### src/rtl/timing_pkg.sv
// Shared types and constants for the multi-channel timing generator (timing_gen_mc).
package timing_pkg;
    localparam int TGEN_N         = 28;
    localparam int TGEN_CH        = 4;
    localparam int TGEN_MIN_MODUL = 2;

    typedef enum logic [1:0] {
        IDLE = 2'd0,
        RUN  = 2'd1,
        DONE = 2'd2
    } tgen_state_e;

    // Sized for the widest build; narrower instances use the low bits of each field.
    typedef struct packed {
        logic [TGEN_N-1:0]              modul;
        logic [TGEN_CH-1:0][TGEN_N-1:0] start;
        logic [TGEN_CH-1:0][TGEN_N-1:0] width;
        logic [TGEN_CH-1:0]             pol;
    } tgen_cfg_t;

    function automatic logic [TGEN_N-1:0] clamp_modul(input logic [TGEN_N-1:0] m);
        return (m < TGEN_N'(TGEN_MIN_MODUL)) ? TGEN_N'(TGEN_MIN_MODUL) : m;
    endfunction
endpackage

### src/rtl/tgen_window.sv
// One pulse channel: registered compare of the count against [start, start+width),
// truncated at the period end; outside RUN the output rests at the polarity level.
module tgen_window #(
    parameter int N = 28
) (
    input  logic         clk,
    input  logic         reset,
    input  logic         en,
    input  logic         gate,
    input  logic         pol,
    input  logic [N-1:0] q,
    input  logic [N-1:0] start,
    input  logic [N-1:0] width,
    input  logic [N-1:0] modul,
    output logic         ch
);
    logic [N:0] q_x;
    logic [N:0] lo_x;
    logic [N:0] hi_x;
    logic       hit;
    logic       ch_d;
    logic       ch_q;

    // One extra bit keeps start+width from wrapping back into range.
    always_comb begin
        q_x  = {1'b0, q};
        lo_x = {1'b0, start};
        hi_x = {1'b0, start} + {1'b0, width};
        hit  = (q_x >= lo_x) && (q_x < hi_x) && (q < modul);
        ch_d = (gate && hit) ^ pol;
    end

    always_ff @(posedge clk or posedge reset) begin
        if (reset) begin
            ch_q <= 1'b0;
        end else if (en) begin
            ch_q <= ch_d;
        end
    end

    assign ch = ch_q;
endmodule

### src/rtl/timing_gen_mc.sv
// Multi-channel programmable timing generator: modulo counter, CH pulse windows and a shadowed
// valid/ready config port. Define TGEN_POLARITY_EN to add per-channel output polarity (cfg_pol).
module timing_gen_mc
    import timing_pkg::*;
#(
    parameter int N  = TGEN_N,
    parameter int CH = TGEN_CH
) (
    input  logic            clk,
    input  logic            reset,
    input  logic            start,
    input  logic            stop,
    input  logic            pause,
    input  logic            oneshot,
    input  logic            cfg_valid,
    output logic            cfg_ready,
    input  logic [N-1:0]    cfg_modul,
    input  logic [CH*N-1:0] cfg_start,
    input  logic [CH*N-1:0] cfg_width,
`ifdef TGEN_POLARITY_EN
    input  logic [CH-1:0]   cfg_pol,
`endif
    output logic [N-1:0]    q_out,
    output logic            wrap,
    output logic [CH-1:0]   ch_out,
    output logic            done,
    output logic            busy
);
    localparam logic [N-1:0] Q_ONE = N'(1);
    localparam tgen_cfg_t CFG_RESET = '{
        modul: TGEN_N'(TGEN_MIN_MODUL),
        start: '0,
        width: '0,
        pol:   '0
    };

    tgen_state_e       state_q;
    tgen_state_e       state_d;
    logic [N-1:0]      q_q;
    logic [N-1:0]      q_d;
    logic              wrap_q;
    logic              wrap_d;
    logic              done_q;
    logic              done_d;
    logic              busy_q;
    logic              busy_d;
    logic              oneshot_q;
    logic              oneshot_d;
    logic              pending_q;
    logic              pending_d;
    tgen_cfg_t         act_q;
    tgen_cfg_t         act_d;
    tgen_cfg_t         shd_q;
    tgen_cfg_t         cfg_in;
    logic [TGEN_N-1:0] meff_full;
    logic [TGEN_N-1:0] meff_d_full;
    logic [N-1:0]      meff;
    logic [N-1:0]      meff_d;
    logic              hs;
    logic              at_end;
    logic              apply;
    logic              run_gate;

    assign hs          = cfg_valid && !pending_q;
    assign meff_full   = clamp_modul(act_q.modul);
    assign meff        = meff_full[N-1:0];
    assign at_end      = (state_q == RUN) && (q_q >= meff - Q_ONE);

    always_comb begin
        cfg_in       = '0;
        cfg_in.modul = TGEN_N'(cfg_modul);
        for (int i = 0; i < CH; i++) begin
            cfg_in.start[i] = TGEN_N'(cfg_start[i*N +: N]);
            cfg_in.width[i] = TGEN_N'(cfg_width[i*N +: N]);
        end
`ifdef TGEN_POLARITY_EN
        cfg_in.pol = TGEN_CH'(cfg_pol);
`endif
    end

    // Shadow is plain data: only trusted once pending says a handshake filled it.
    always_ff @(posedge clk) begin
        if (hs) begin
            shd_q <= cfg_in;
        end
    end

    // stop beats start and wrap; pause freezes everything, swallowing start/stop.
    always_comb begin
        state_d   = state_q;
        q_d       = q_q;
        oneshot_d = oneshot_q;
        apply     = 1'b0;
        if (!pause) begin
            if (stop) begin
                state_d = IDLE;
                q_d     = '0;
                apply   = pending_q;
            end else begin
                case (state_q)
                    IDLE, DONE: begin
                        apply = pending_q;
                        if (start) begin
                            state_d   = RUN;
                            q_d       = '0;
                            oneshot_d = oneshot;
                        end
                    end
                    RUN: begin
                        if (at_end) begin
                            q_d   = '0;
                            apply = pending_q;
                            if (oneshot_q) begin
                                state_d = DONE;
                            end
                        end else begin
                            q_d = q_q + Q_ONE;
                        end
                    end
                    default: begin
                        state_d = IDLE;
                        q_d     = '0;
                    end
                endcase
            end
        end
    end

    assign act_d       = apply ? shd_q : act_q;
    assign pending_d   = hs ? 1'b1 : (apply ? 1'b0 : pending_q);
    assign meff_d_full = clamp_modul(act_d.modul);
    assign meff_d      = meff_d_full[N-1:0];
    assign wrap_d      = (state_d == RUN) && (q_d == meff_d - Q_ONE);
    assign done_d      = (state_d == DONE);
    assign busy_d      = (state_d == RUN);
    assign run_gate    = (state_q == RUN) && (state_d == RUN);

    always_ff @(posedge clk or posedge reset) begin
        if (reset) begin
            state_q   <= IDLE;
            q_q       <= '0;
            wrap_q    <= 1'b0;
            done_q    <= 1'b0;
            busy_q    <= 1'b0;
            oneshot_q <= 1'b0;
            pending_q <= 1'b0;
            act_q     <= CFG_RESET;
        end else begin
            pending_q <= pending_d;
            if (!pause) begin
                state_q   <= state_d;
                q_q       <= q_d;
                wrap_q    <= wrap_d;
                done_q    <= done_d;
                busy_q    <= busy_d;
                oneshot_q <= oneshot_d;
                act_q     <= act_d;
            end
        end
    end

    for (genvar i = 0; i < CH; i++) begin : g_ch
        tgen_window #(
            .N(N)
        ) u_win (
            .clk   (clk),
            .reset (reset),
            .en    (!pause),
            .gate  (run_gate),
            .pol   (act_q.pol[i]),
            .q     (q_q),
            .start (act_q.start[i][N-1:0]),
            .width (act_q.width[i][N-1:0]),
            .modul (meff),
            .ch    (ch_out[i])
        );
    end

    assign q_out     = q_q;
    assign wrap      = wrap_q;
    assign done      = done_q;
    assign busy      = busy_q;
    assign cfg_ready = !pending_q;
endmodule

### config.mk
export PLATFORM = sky130hd
export DESIGN_NAME = timing_gen_mc
export DESIGN_NICKNAME = d
export VERILOG_FILES = /design/src/rtl/timing_pkg.sv /design/src/rtl/tgen_window.sv /design/src/rtl/timing_gen_mc.sv
export SDC_FILE = /design/constraint.sdc
export NUM_CORES = 1
export LEC_CHECK = 0
export ABC_AREA = 1
export CAP_MARGIN = 20
export CORE_MARGIN = 2
export CORE_UTILIZATION = 45
export CTS_CLUSTER_DIAMETER = 50
export CTS_CLUSTER_SIZE = 20
export DETAILED_ROUTE_END_ITERATION = 16
export GPL_TIMING_DRIVEN = 0
export SLEW_MARGIN = 0
export SYNTH_ARGS = -nofsm -noshare
export SYNTH_HDL_FRONTEND = slang
export SYNTH_SLANG_ARGS = --single-unit
### constraint.sdc
create_clock -name clk -period 16.7 [get_ports clk]
set_clock_uncertainty 0.1 [all_clocks]
set_input_delay 3.34 -clock clk [delete_from_list [all_inputs] [get_ports clk]]
set_output_delay 3.34 -clock clk [all_outputs]
set_load 0.005 [all_outputs]
# Word-level counts from Yosys, hierarchy flattened
# Cells that the tools add are included.
[totals] reg_bits=543 output_inout_bits=36 wordCells=97 inputBits=259
[op_classes] bitwise_logic=2 eq_ne=5 muxes=20 n_addsub=7 n_reduce_logical=22 magnitude_cmp=12
[ops] cell="$mux 256" n=1
[ops] cell="$mux 28" n=6
[ops] cell="$ge 28x28->1" n=5
[ops] cell="$add 28x28->29" n=4
[ops] cell="$lt 28x29->1" n=4
[ops] cell="$lt 28x2->1 const B" n=2
[ops] cell="$pmux 28 s2" n=1
[ops] cell="$sub 28x1->28 const B" n=2
[ops] cell="$add 28x1->28 const B" n=1
[ops] cell="$eq 28x28->1" n=1
[ops] cell="$lt 28x28->1" n=1
[ops] cell="$logic_and 1x1->1" n=16
[ops] cell="$mux 2" n=5
[ops] cell="$mux 1" n=5
[ops] cell="$eq 2x1->1 const B" n=2
[ops] cell="$eq 2x2->1 const B" n=2
[ops] cell="$pmux 2 s2" n=1
[ops] cell="$reduce_and 4->1" n=1
[ops] cell="$logic_not 2->1" n=1
[ops] cell="$not 1->1" n=2
[ops] cell="$pmux 1 s2" n=1
[ops] cell="$reduce_and 2->1" n=1
[ops] cell="$reduce_bool 2->1" n=1
[ops] cell="$reduce_or 2->1" n=1
[ops] cell="$logic_not 1->1" n=1

# Longest topological paths before layout
# Gate-level depths: netlist of run 1.
[depth] word_depth=15 depth_mapped=58

# Cells and area by module
# From an unflattened synthesis of run 1, not the netlist that was laid out.
[unflattened] cells_unflattened=4574 hier_area_um2=37188.2
[modules_own_cells] mod="timing_gen_mc" n_inst=1 area_per_inst_um2=21958.6 cells_per_inst=2140
[modules_own_cells] mod="tgen_window at g_ch[0].u_win" n_inst=1 area_per_inst_um2=3833.7 cells_per_inst=628
[modules_own_cells] mod="tgen_window at g_ch[1].u_win" n_inst=1 area_per_inst_um2=3808.7 cells_per_inst=625
[modules_own_cells] mod="tgen_window at g_ch[2].u_win" n_inst=1 area_per_inst_um2=3796.1 cells_per_inst=590
[modules_own_cells] mod="tgen_window at g_ch[3].u_win" n_inst=1 area_per_inst_um2=3791.1 cells_per_inst=591

# Least setup slack after synthesis of run 1
# No wires, ideal clock.
[synth_timing] kind="input to register" start="in cfg_valid" end="reg shd_q[100] (netlist name) (enable)" setup_slack_ns=1.765 required_ns=15.722 path_buffers=0 setup_time_ns=0.878 t_arrival_ns=13.958 stages=2 path_cell_list="inv_1 nor2_1"
[synth_via] elab_chain_cells=1
[synth_lines] element="start: declaration" line_no="timing_gen_mc.sv:15" text="input logic cfg_valid,"
[synth_lines] element="$logic_and 1x1->1" line_no="timing_gen_mc.sv:64" text="assign hs = cfg_valid && !pending_q;"
[synth_lines] element="net hs" line_no="timing_gen_mc.sv:59" text="logic hs;"
[synth_lines] element="end signal: assignment" line_no="timing_gen_mc.sv:84" text="shd_q <= cfg_in;"
[synth_lines] element="end: declaration" line_no="timing_gen_mc.sv:53" text="tgen_cfg_t shd_q;"
# The timed path passes the listed nets, and every way through them passes these cells.
# A chain may end at the register's enable or synchronous reset.

# Worst setup path after layout of run 1
[layout_timing] start="reg act_q[241] (netlist name)" end="reg wrap_q (netlist: wrap)"
[layout_via] elab_chain_cells=15
[layout_lines] element="start: declaration" line_no="timing_gen_mc.sv:51" text="tgen_cfg_t act_q;"
[layout_lines] element="start signal: assignment" line_no="timing_gen_mc.sv:157" text="act_q <= act_d;"
[layout_lines] element="$lt 28x2->1" line_no="timing_pkg.sv:22" text="return (m < TGEN_N'(TGEN_MIN_MODUL)) ? TGEN_N'(TGEN_MIN_MODUL) : m;"
[layout_lines] element="$mux 28" line_no="timing_pkg.sv:22"
[layout_lines] element="$sub 28x1->28" line_no="timing_gen_mc.sv:67" text="assign at_end = (state_q == RUN) && (q_q >= meff - Q_ONE);"
[layout_lines] element="$ge 28x28->1" line_no="timing_gen_mc.sv:67"
[layout_lines] element="$logic_and 1x1->1" line_no="timing_gen_mc.sv:67"
[layout_lines] element="$mux 1" line_no="timing_gen_mc.sv:110" text="if (at_end) begin"
[layout_lines] element="$pmux 1 s2" line_no="timing_gen_mc.sv:100" text="case (state_q)"
[layout_lines] element="$mux 1" line_no="timing_gen_mc.sv:95" text="if (stop) begin"
[layout_lines] element="$mux 1" line_no="timing_gen_mc.sv:94" text="if (!pause) begin"
[layout_lines] element="$mux 256" line_no="timing_gen_mc.sv:129" text="assign act_d = apply ? shd_q : act_q;"
[layout_lines] element="$lt 28x2->1" line_no="timing_pkg.sv:22"
[layout_lines] element="$mux 28" line_no="timing_pkg.sv:22"
[layout_lines] element="$sub 28x1->28" line_no="timing_gen_mc.sv:133" text="assign wrap_d = (state_d == RUN) && (q_d == meff_d - Q_ONE);"
[layout_lines] element="$eq 28x28->1" line_no="timing_gen_mc.sv:133"
[layout_lines] element="$logic_and 1x1->1 (*)" line_no="timing_gen_mc.sv:133"
[layout_lines] element="end signal: assignment" line_no="timing_gen_mc.sv:153" text="wrap_q <= wrap_d;"
[layout_lines] element="end: declaration" line_no="timing_gen_mc.sv:41" text="logic wrap_q;"
# Every way passes the cells marked *; elsewhere a longest branch is shown, timed or not.

==> results of run 1 <==
[worst min-delay path, delay by kind of cell, from the launching register on]
kind	cells	cell delay, ns
simple gates	2	0.09
flops	1	0.32
[registers in the layout, indices dropped and copies added, names as in the netlist]
signal,count
act_q,252
busy,1
done,1
g_ch.u_win.ch,4
oneshot_q,1
pending_q,1
q_out,28
shd_q,252
state_q,2
wrap,1
[per-layer routing]
metal / vias to the layer above / global-route usage
met5: - / 0
met4: 0 / 0.0710
met3: 139 / 0.0414
met2: 626 / 0.418
met1: 12000 / 0.348
li1: 12700 / -
[cell type report]
cell class	count	area [um^2]
clock buffers	75	1800
flip-flops and latches	543	14900
plain buffers	71	324
repair buffers	319	3560
fillers	6306	30900
diodes	1	2.50
inverters	366	1380
multi-input cells	2515	15500
well taps	940	1180
clock inverters	54	721
[where the power goes]
| part | leakage, nW | internal, mW | total, mW | switching [mW] |
|---|---|---|---|---|
| Clock | 1.22 | 0.937 | 1.62 | 0.683 |
| Sequential | 5.96 | 1.68 | 1.86 | 0.176 |
| Combinational | 10.9 | 0.897 | 2.23 | 1.34 |
| Total | 18.1 | 3.51 | 5.71 | 2.20 |
[metrics by stage]
step	cell area, um^2	setup slack (ns)	std cells
2_1_floorplan	32100	1.76	3495
3_3_place_gp	36200	-3.96	4728
3_5_place_dp	36800	7.97	4753
4_1_cts	39300	7.92	4882
5_1_grt	39400	6.98	4883
6_report	39400	7.91	4884
[worst paths after layout]
| check | from | endpoint | slack, ns |
|---|---|---|---|
| max in group asynchronous | reset | act_q[129] | 12.40 |
| min in group asynchronous | reset | act_q[98] | 3.07 |
| worst max-delay path | act_q[241] | wrap | 7.91 |
| worst min register to register | shd_q[9] | act_q[9] | 0.34 |
| worst max register to register | act_q[241] | wrap | 7.91 |
| worst min-delay path | shd_q[9] | act_q[9] | 0.34 |
[Yosys cell counts, types with 7 or more instances]
master,instances,area [um^2]
nor3_1,32,160
a21o_1,7,52.6
a21boi_0,13,97.6
nand4_1,54,338
nor2_1,160,601
edfxtp_1,252,7570
ha_1,391,4890
o211ai_1,7,52.6
nand3_1,71,355
a31oi_1,7,43.8
nand3b_1,23,173
nand2_2,13,81.3
a211oi_1,12,90.1
o21bai_1,17,128
a21boi_1,13,97.6
nand2_4,7,78.8
xor2_1,118,1030
nor4_1,18,113
o221ai_1,8,70.1
a21oi_1,240,1200
o21ai_1,26,130
xnor2_1,52,455
inv_1,359,1350
o22ai_1,13,81.3
nand2_1,942,3540
dfrtp_1,290,7260
o21ai_0,193,966
clkbuf_1,56,210
[kinds of logic (layout without fill, tap and decap cells)]
group | after synthesis | after routing | synth area share
other | 0 | 1 | 0
AO/OA/AOI/OAI | 602 | 602 | 0.106
buffers and inverters | 437 | 885 | 0.0529
XOR/XNOR | 170 | 170 | 0.0464
adder cells (fa/ha/maj) | 395 | 395 | 0.155
flip-flops | 543 | 543 | 0.463
AND/OR/NAND/NOR | 1348 | 1348 | 0.177
==> summary.md, run 1 <==
| Metric | Value |
|---|---|
| Root Driver | `clkbuf_16` |
| Crit path kind | `reg -> reg` |
| PwrDens | `around 150 nW/um^2` |
| HP Class | `reg -> reg` |
| Aggregate global routing overflow | `0` |
| Drt pass-1 iters | `6` |
| Final Cycle Share | `0.527` |
| Avg Cell Area, Syn | `9.18 um^2` |
| Worst slew pin tran | `roughly 1.2 ns` |
| Row count | `between 90 and 100` |
| WP data arrival | `approximately 9.3 ns` |
| Dominant synthesized flop cell | `dfrtp_1` |
| Num CTS Buffers | `70` |
| DRT iter0 DRCs | `~1700` |
| TNS Setup | `0 ns` |
| Slew margin rel. | `0.205` |
| Post-CTS setup buffer count | `0` |
| Worst-Skew Late Latency | `about 0.63 ns` |
| Crit-path max FO | `11` |
| Bufs on Longest Clock Path | `3` |
| Post-Synthesis Cells | `around 3500` |
| Lkg Pwr | `18.1 nW` |
| Initial antenna violation count | `0` |
| Layout cells sized above 1 | `0.0558` |
| Max-cap violations | `0` |
| Crit path time final | `between 8 and 9 ns` |
| Outcome | `finished, final reports clean` |
| Die Wd | `271 um` |
| F_max | `between 100 and 150 MHz` |
| Core Area | `roughly 70000 um^2` |
| Total Power | `5.71 mW` |
| GRT Util Overall | `0.255` |
| Drt total wl | `93.4 mm` |
| Die Span Y | `approximately 270 um` |
| First-pass GRT wire length | `around 140 mm` |
| Cell depth of the worst setup path | `between 50 and 60` |
| CP max stage delay | `approximately 0.66 ns` |
| Commonest non-fill, non-tap cells in the layout | `942 x nand2_1, 391 x ha_1, 358 x inv_1` |
| Htree depth | `3` |
| Post-synth EDFFs | `roughly 250` |
| Final Core Density | `0.560` |
| Post-route DRC | `0` |
| Worst VDD drop | `approximately 0.090 mV` |
| CP max-delay cell | `nor4_1` |
| Hold path cells | `2` |
| DRT antenna net count | `0` |
| Ys async rst share | `0.536` |
| Yosys reg bits | `between 500 and 600` |
| Met3 wire length | `around 5 mm` |
| Largest net degree at the start of global routing | `120` |
| Met2 wire length | `between 40 and 50 mm` |
| R2R depth | `51` |
| Final-report max-slew violation count | `0` |
| CTS Hold Bufs | `0` |
| Area grow syn2layout | `22.7%` |
| Clock slew at reported path FFs | `~0.060 ns` |
| Final net count | `4540` |
| CTS tree | `done` |
| Mapped cell area | `roughly 32000 um^2` |
| Final Hold Viols | `0` |
| Syn nets | `4149` |
| Vias/cell | `roughly 5.2` |
| Worst setup SP type | `flop` |
| Final setup vio count | `0` |
| Total Die Area | `between 70000 and 80000 um^2` |
| # clock sinks | `about 540` |
| Port Buf Inserts | `slightly below 300` |
| Vias in the first global route | `roughly 25000` |
| CP delay by family, top | `simple AND/OR/NAND/NOR gates` |
| Via Count | `about 25000` |
| Uppermost routed layer | `met4` |
| Wire per inst | `roughly 19 um` |
| RSZ-0062 raised after global routing | `false` |
| Worst Setup End Kind | `flop` |
| Commonest non-fill, non-tap cell in the layout | `nand2_1` |
| CP required | `about 17 ns` |
| Worst Path Buf+Inv | `8` |
| Hold Slack | `roughly 0.34 ns` |
| Initial Util | `0.457` |
| Post-CTS Resized | `0` |
| I/O pin total | `about 300` |
| Synth warn | `0` |
| WL met1 | `about 43 mm` |
| Critical Path Most Common Cell | `nand2_1` |
| HPWL after DPL | `~71 mm` |
| Gpl congestion | `roughly 0.94` |
| Seq/Total Area, Yosys | `0.463` |
| Netlist cell types | `66` |
Power figures use the tool's default switching activity.
==> inputs of run 2 (changes only) <==
==> constraint.sdc (replaced) <==
create_clock -name clk -period 8.4 [get_ports clk]
set_clock_uncertainty 0.1 [all_clocks]
set_input_delay 1.68 -clock clk [delete_from_list [all_inputs] [get_ports clk]]
set_output_delay 1.68 -clock clk [all_outputs]
set_load 0.005 [all_outputs]
==> summary.md, run 2 (synthesis results as in run 1) <==
| Metric | Value |
|---|---|
| I/O pin total | `295` |
| CTS Hold Bufs | `0` |
| Die Wd | `271 um` |
| Wire per inst | `about 19 um` |
| GRT Util Overall | `0.258` |
| Port Buf Inserts | `~300` |
| Placed cell areas | `around 37000 um^2` |
| Gpl congestion | `approximately 0.95` |
| # clock sinks | `approximately 540` |
| Aggregate global routing overflow | `0` |
| Post-route DRC | `0` |
| WP data arrival | `slightly above 8 ns` |
| Critical Path Most Common Cell | `nand2_1` |
| Worst Setup End Kind | `flop` |
| Crit-path max FO | `10` |
| Diodes inserted | `0` |
| Htree depth | `3` |
| Final net count | `4545` |
| HPWL after DPL | `73.2 mm` |
| Crit path kind | `reg -> reg` |
| Num CTS Buffers | `between 60 and 70` |
| CTS tree | `done` |
| PwrDens | `~280 nW/um^2` |
| Final instance area | `slightly below 40000 um^2` |
| Worst VDD drop | `around 0.23 mV` |
| CP max-delay cell | `dfrtp_1` |
| Final Core Density | `0.560` |
| Initial Util | `0.457` |
| HP Class | `reg -> reg` |
| Final setup vio count | `0` |
| F_max | `between 100 and 150 MHz` |
| Vias in the first global route | `25400` |
| Clock slew at reported path FFs | `0.07 ns` |
| Total Die Area | `between 70000 and 80000 um^2` |
| Final Hold Viols | `0` |
| Worst setup SP type | `flop` |
| Worst-Skew Late Latency | `0.60 ns` |
| Core Area | `roughly 70000 um^2` |
| Final-report max-slew violation count | `0` |
| Vias/cell | `5.25` |
| Drt pass-1 iters | `5` |
| Initial antenna violation count | `3` |
| Area grow syn2layout | `22.6%` |
| Commonest non-fill, non-tap cells in the layout | `936 x nand2_1, 391 x ha_1, 357 x inv_1` |
| CP max stage delay | `~0.45 ns` |
| DRT iter0 DRCs | `1783` |
| Root Driver | `clkbuf_16` |
| Worst slew pin tran | `around 1.2 ns` |
| Slew margin rel. | `0.211` |
| Outcome | `finished, final reports clean` |
| Largest net degree at the start of global routing | `41` |
| Hold Slack | `0.338 ns` |
| Commonest non-fill, non-tap cell in the layout | `nand2_1` |
| Via Count | `25600` |
| Max-cap violations | `0` |
| Final Cycle Share | `0.917` |
| Crit path time final | `between 7 and 8 ns` |
| DRT antenna net count | `0` |
| Bufs on Longest Clock Path | `3` |
| First-pass GRT wire length | `around 150 mm` |
| Lkg Pwr | `approximately 18 nW` |
| Row count | `97` |
| Drt total wl | `approximately 94 mm` |
| CP required | `a little under 9 ns` |
| Layout cells sized above 1 | `0.0586` |
| TNS Setup | `0 ns` |
| Die Span Y | `about 270 um` |
-- run 2: stage by stage --
| step | cells | total power [mW] | worst slack (ns) |
|---|---|---|---|
| after global placement | 4728 | 8.08 | -0.325 |
| final | 4885 | 11.1 | 0.694 |
| after floorplan | 3495 | 7.01 | 1.80 |
| after CTS | 4884 | 11.1 | 0.0767 |
| after detailed placement | 4762 | 8.18 | -0.414 |
| after global routing | 4885 | 12.0 | -0.000475 |
-- run 2: layer usage --
metal,GRT usage,wire [um],vias up
met3,0.0427,4970,142
met5,0,0,-
met1,0.356,43400,12200
met4,0.0712,2620,0
li1,-,-,12700
met2,0.421,43400,640
-- run 2: final timing paths --
kind                            start    endpoint  slack, ns  cells past startpoint
setup reg to reg           act_q[246]        wrap       0.69                     54
hold reg to reg              shd_q[9]    act_q[9]       0.34                      2
hold / removal               shd_q[9]    act_q[9]       0.34                      2
min in group asynchronous       reset  act_q[100]       1.51                      2
max in group asynchronous       reset   act_q[12]       5.48                      5
setup / recovery           act_q[246]        wrap       0.69                     54
-- run 2: what timing repair did --
action,4_1_cts,5_1_grt
resized for setup,5,21
setup buffers,0,1
endpoints found under the setup margin,1,1
pin swaps,0,3
-- run 2: power by group --
part | total [mW] | internal [mW] | switching, mW
registers | 3.70 | 3.34 | 0.355
clock network | 2.91 | 1.69 | 1.22
logic | 4.49 | 1.80 | 2.69
total | 11.1 | 6.83 | 4.27
-- run 2: cell type report --
type,instances,area [um^2]
well taps,940,1180
multi-input cells,2515,15700
flip-flops and latches,543,14900
clock inverters,41,432
fillers,6405,30900
clock buffers,81,1800
repair buffers,328,3720
plain buffers,71,327
inverters,366,1380
-- run 2: critical path, delay by kind of cell, from the launching register on --
kind,cells,cell delay (ns)
adder cells (fa/ha/maj),3,0.67
flip-flops,1,0.45
AND/OR/NAND/NOR,43,5.47
XOR/XNOR,2,0.37
buffers and inverters,6,0.57
==> inputs of run 3 (changes only) <==
--- a/config.mk
+++ b/config.mk
@@ -8,11 +8,12 @@
 export ABC_AREA = 1
 export CAP_MARGIN = 20
 export CORE_MARGIN = 2
-export CORE_UTILIZATION = 45
-export CTS_CLUSTER_DIAMETER = 50
+export CORE_UTILIZATION = 55
 export CTS_CLUSTER_SIZE = 20
 export DETAILED_ROUTE_END_ITERATION = 16
 export GPL_TIMING_DRIVEN = 0
+export PLACE_DENSITY = 0.77
+export SKIP_CTS_REPAIR_TIMING = 1
 export SLEW_MARGIN = 0
 export SYNTH_ARGS = -nofsm -noshare
 export SYNTH_HDL_FRONTEND = slang
==> summary.md, run 3 (synthesis results as in run 1) <==
| Metric | Value |
|---|---|
| Outcome | `finished, final reports clean` |
| Area grow syn2layout | `19.9%` |
| Crit-path max FO | `10` |
| Met3 Usage GRT | `0.0421` |
| Vias/cell | `5.53` |
| Finished Layout Cells | `about 4700` |
| Placed Instances | `roughly 4600` |
| Num CTS Buffers | `57` |
| Drt total wl | `89.3 mm` |
| CTS tree | `done` |
| Multi-input logic area | `15600 um^2` |
| Port Buf Inserts | `~290` |
| Reg2Reg Capture Point | `wrap` |
| # clock sinks | `543` |
| WP data arrival | `a little over 8 ns` |
| Net Switching | `4.13 mW` |
| Vias in the first global route | `between 20000 and 30000` |
| CP required | `8.84 ns` |
| Met1 usage | `0.409` |
| Worst-Skew Late Latency | `0.62 ns` |
| Lkg Pwr | `17.8 nW` |
| Final WS setup | `~0.64 ns` |
| Root Driver | `clkbuf_16` |
| Die Wd | `roughly 250 um` |
| Pre-CTS setup slack | `-0.126 ns` |
| Final-report max-slew violation count | `0` |
| GRT Util Overall | `0.298` |
| Largest net degree at the start of global routing | `between 40 and 50` |
| Final net count | `between 4000 and 5000` |
| Drt pass-1 iters | `6` |
| R2R Path Start | `act_q[251]` |
| Max-cap violations | `0` |
| Commonest non-fill, non-tap cell in the layout | `nand2_1` |
| HPWL after DPL | `approximately 66 mm` |
| Gpl congestion | `0.950` |
| CP max-delay cell | `dfrtp_1` |
| Total Die Area | `between 60000 and 70000 um^2` |
| Crit path time final | `just under 8 ns` |
| Core Area | `slightly below 60000 um^2` |
| FF/Latch Area | `between 10000 and 15000 um^2` |
| Final setup vio count | `0` |
| DRT antenna net count | `0` |
| Critical Path Most Common Cell | `nand2_1` |
| Worst hold endpoint | `act_q[49]` |
| Fill count | `approximately 4700` |
| Internal power | `roughly 6.7 mW` |
| Hold Slack | `~0.33 ns` |
| Slew margin rel. | `0.195` |
| Bufs on Longest Clock Path | `3` |
| Clk network pwr share | `0.243` |
| CP max stage delay | `about 0.44 ns` |
| Crit path kind | `reg -> reg` |
| Layout cells sized above 1 | `0.0490` |
| Final Cycle Share | `0.923` |
| First-pass GRT wire length | `approximately 140 mm` |
| Worst VDD drop | `0.228 mV` |
| HP Class | `reg -> reg` |
| GRT busiest layer | `met2` |
| Diodes inserted | `0` |
| I/O pin total | `about 300` |
| Reg power frac | `0.342` |
| DRT iter0 DRCs | `1946` |
| Worst slew pin tran | `approximately 1.2 ns` |
| Register-to-register setup slack | `around 0.64 ns` |
| Commonest non-fill, non-tap cells in the layout | `939 x nand2_1, 391 x ha_1, 356 x inv_1` |
| Aggregate global routing overflow | `0` |
| Die Span Y | `around 250 um` |
| Clock slew at reported path FFs | `approximately 0.060 ns` |
| Initial antenna violation count | `2` |
| Htree depth | `2` |
| Row count | `slightly below 90` |
| Sw Ratio | `0.383` |
| Wire per inst | `19.1 um` |
| PwrDens | `281 nW/um^2` |
| Met2 Track Usage GR | `0.479` |
| Final Hold Viols | `0` |
| Post-route DRC | `0` |
| F_max | `between 100 and 150 MHz` |
| R2R depth | `55` |
| Combinational Power Share | `0.415` |
| Initial Util | `0.556` |
| RSZ-0062 raised after global routing | `false` |
| Worst setup SP type | `flop` |
| HP Start | `shd_q[49]` |
| Via Count | `between 20000 and 30000` |
| Hold path cells | `2` |
| Worst Setup End Kind | `flop` |
-- run 3: worst max-delay path, delay by kind of cell, from the launching register on --
kind,cells,cell delay [ns]
xor gates and xnor gates,2,0.32
adders and majority gates,3,0.65
buffers and inverters,6,0.54
DFF,1,0.44
and+or+nand+nor,44,5.63
-- run 3: through the flow --
stage / total power, mW / cell area, um^2 / util / TNS (ns)
after floorplan: 7.01 / 32100 / - / 0
after global placement: 7.98 / 36000 / 0.624 / -0.130
after detailed placement: 8.13 / 36300 / 0.630 / -0.126
after CTS: 10.8 / 38300 / 0.663 / -0.190
after global routing: 11.6 / 38500 / 0.667 / 0
final: 10.8 / 38500 / 0.667 / 0
-- run 3: layer usage --
metal / share of wire / up-vias
li1: - / 12600
met1: 0.43 / 12200
met2: 0.45 / 929
met3: 0.076 / 212
met4: 0.042 / 0
met5: 0 / -
-- run 3: final cells by class --
class / instances / area share
Clock buffer: 77 / 0.0412
Tap cell: 765 / 0.0249
Multi-Input combinational cell: 2515 / 0.406
Inverter: 366 / 0.0358
Buffer: 71 / 0.00849
Sequential cell: 543 / 0.386
Clock inverter: 31 / 0.00914
Timing Repair Buffer: 316 / 0.0883
-- run 3: worst max path at each step --
| stage | start | end | slack (ns) | depth (start not counted) |
|---|---|---|---|---|
| CTS | act_q[241] | wrap | -0.19 | 51 |
| floorplan | act_q[241] | wrap | 1.80 | 54 |
| global placement | act_q[241] | wrap | -0.13 | 51 |
| detailed placement | act_q[241] | wrap | -0.13 | 51 |
| global route | act_q[249] | wrap | 0.009 | 53 |
| finish | act_q[251] | wrap | 0.64 | 55 |
-- run 3: power by group through the flow --
stage | Sequential (mW) | Combinational, mW | Clock (mW)
after floorplan | 3.63 | 3.39 | 0
after global placement | 3.74 | 4.24 | 0
after detailed placement | 3.72 | 4.41 | 0
after CTS | 3.68 | 4.45 | 2.65
after global routing | 3.75 | 5.13 | 2.76
final | 3.69 | 4.49 | 2.62
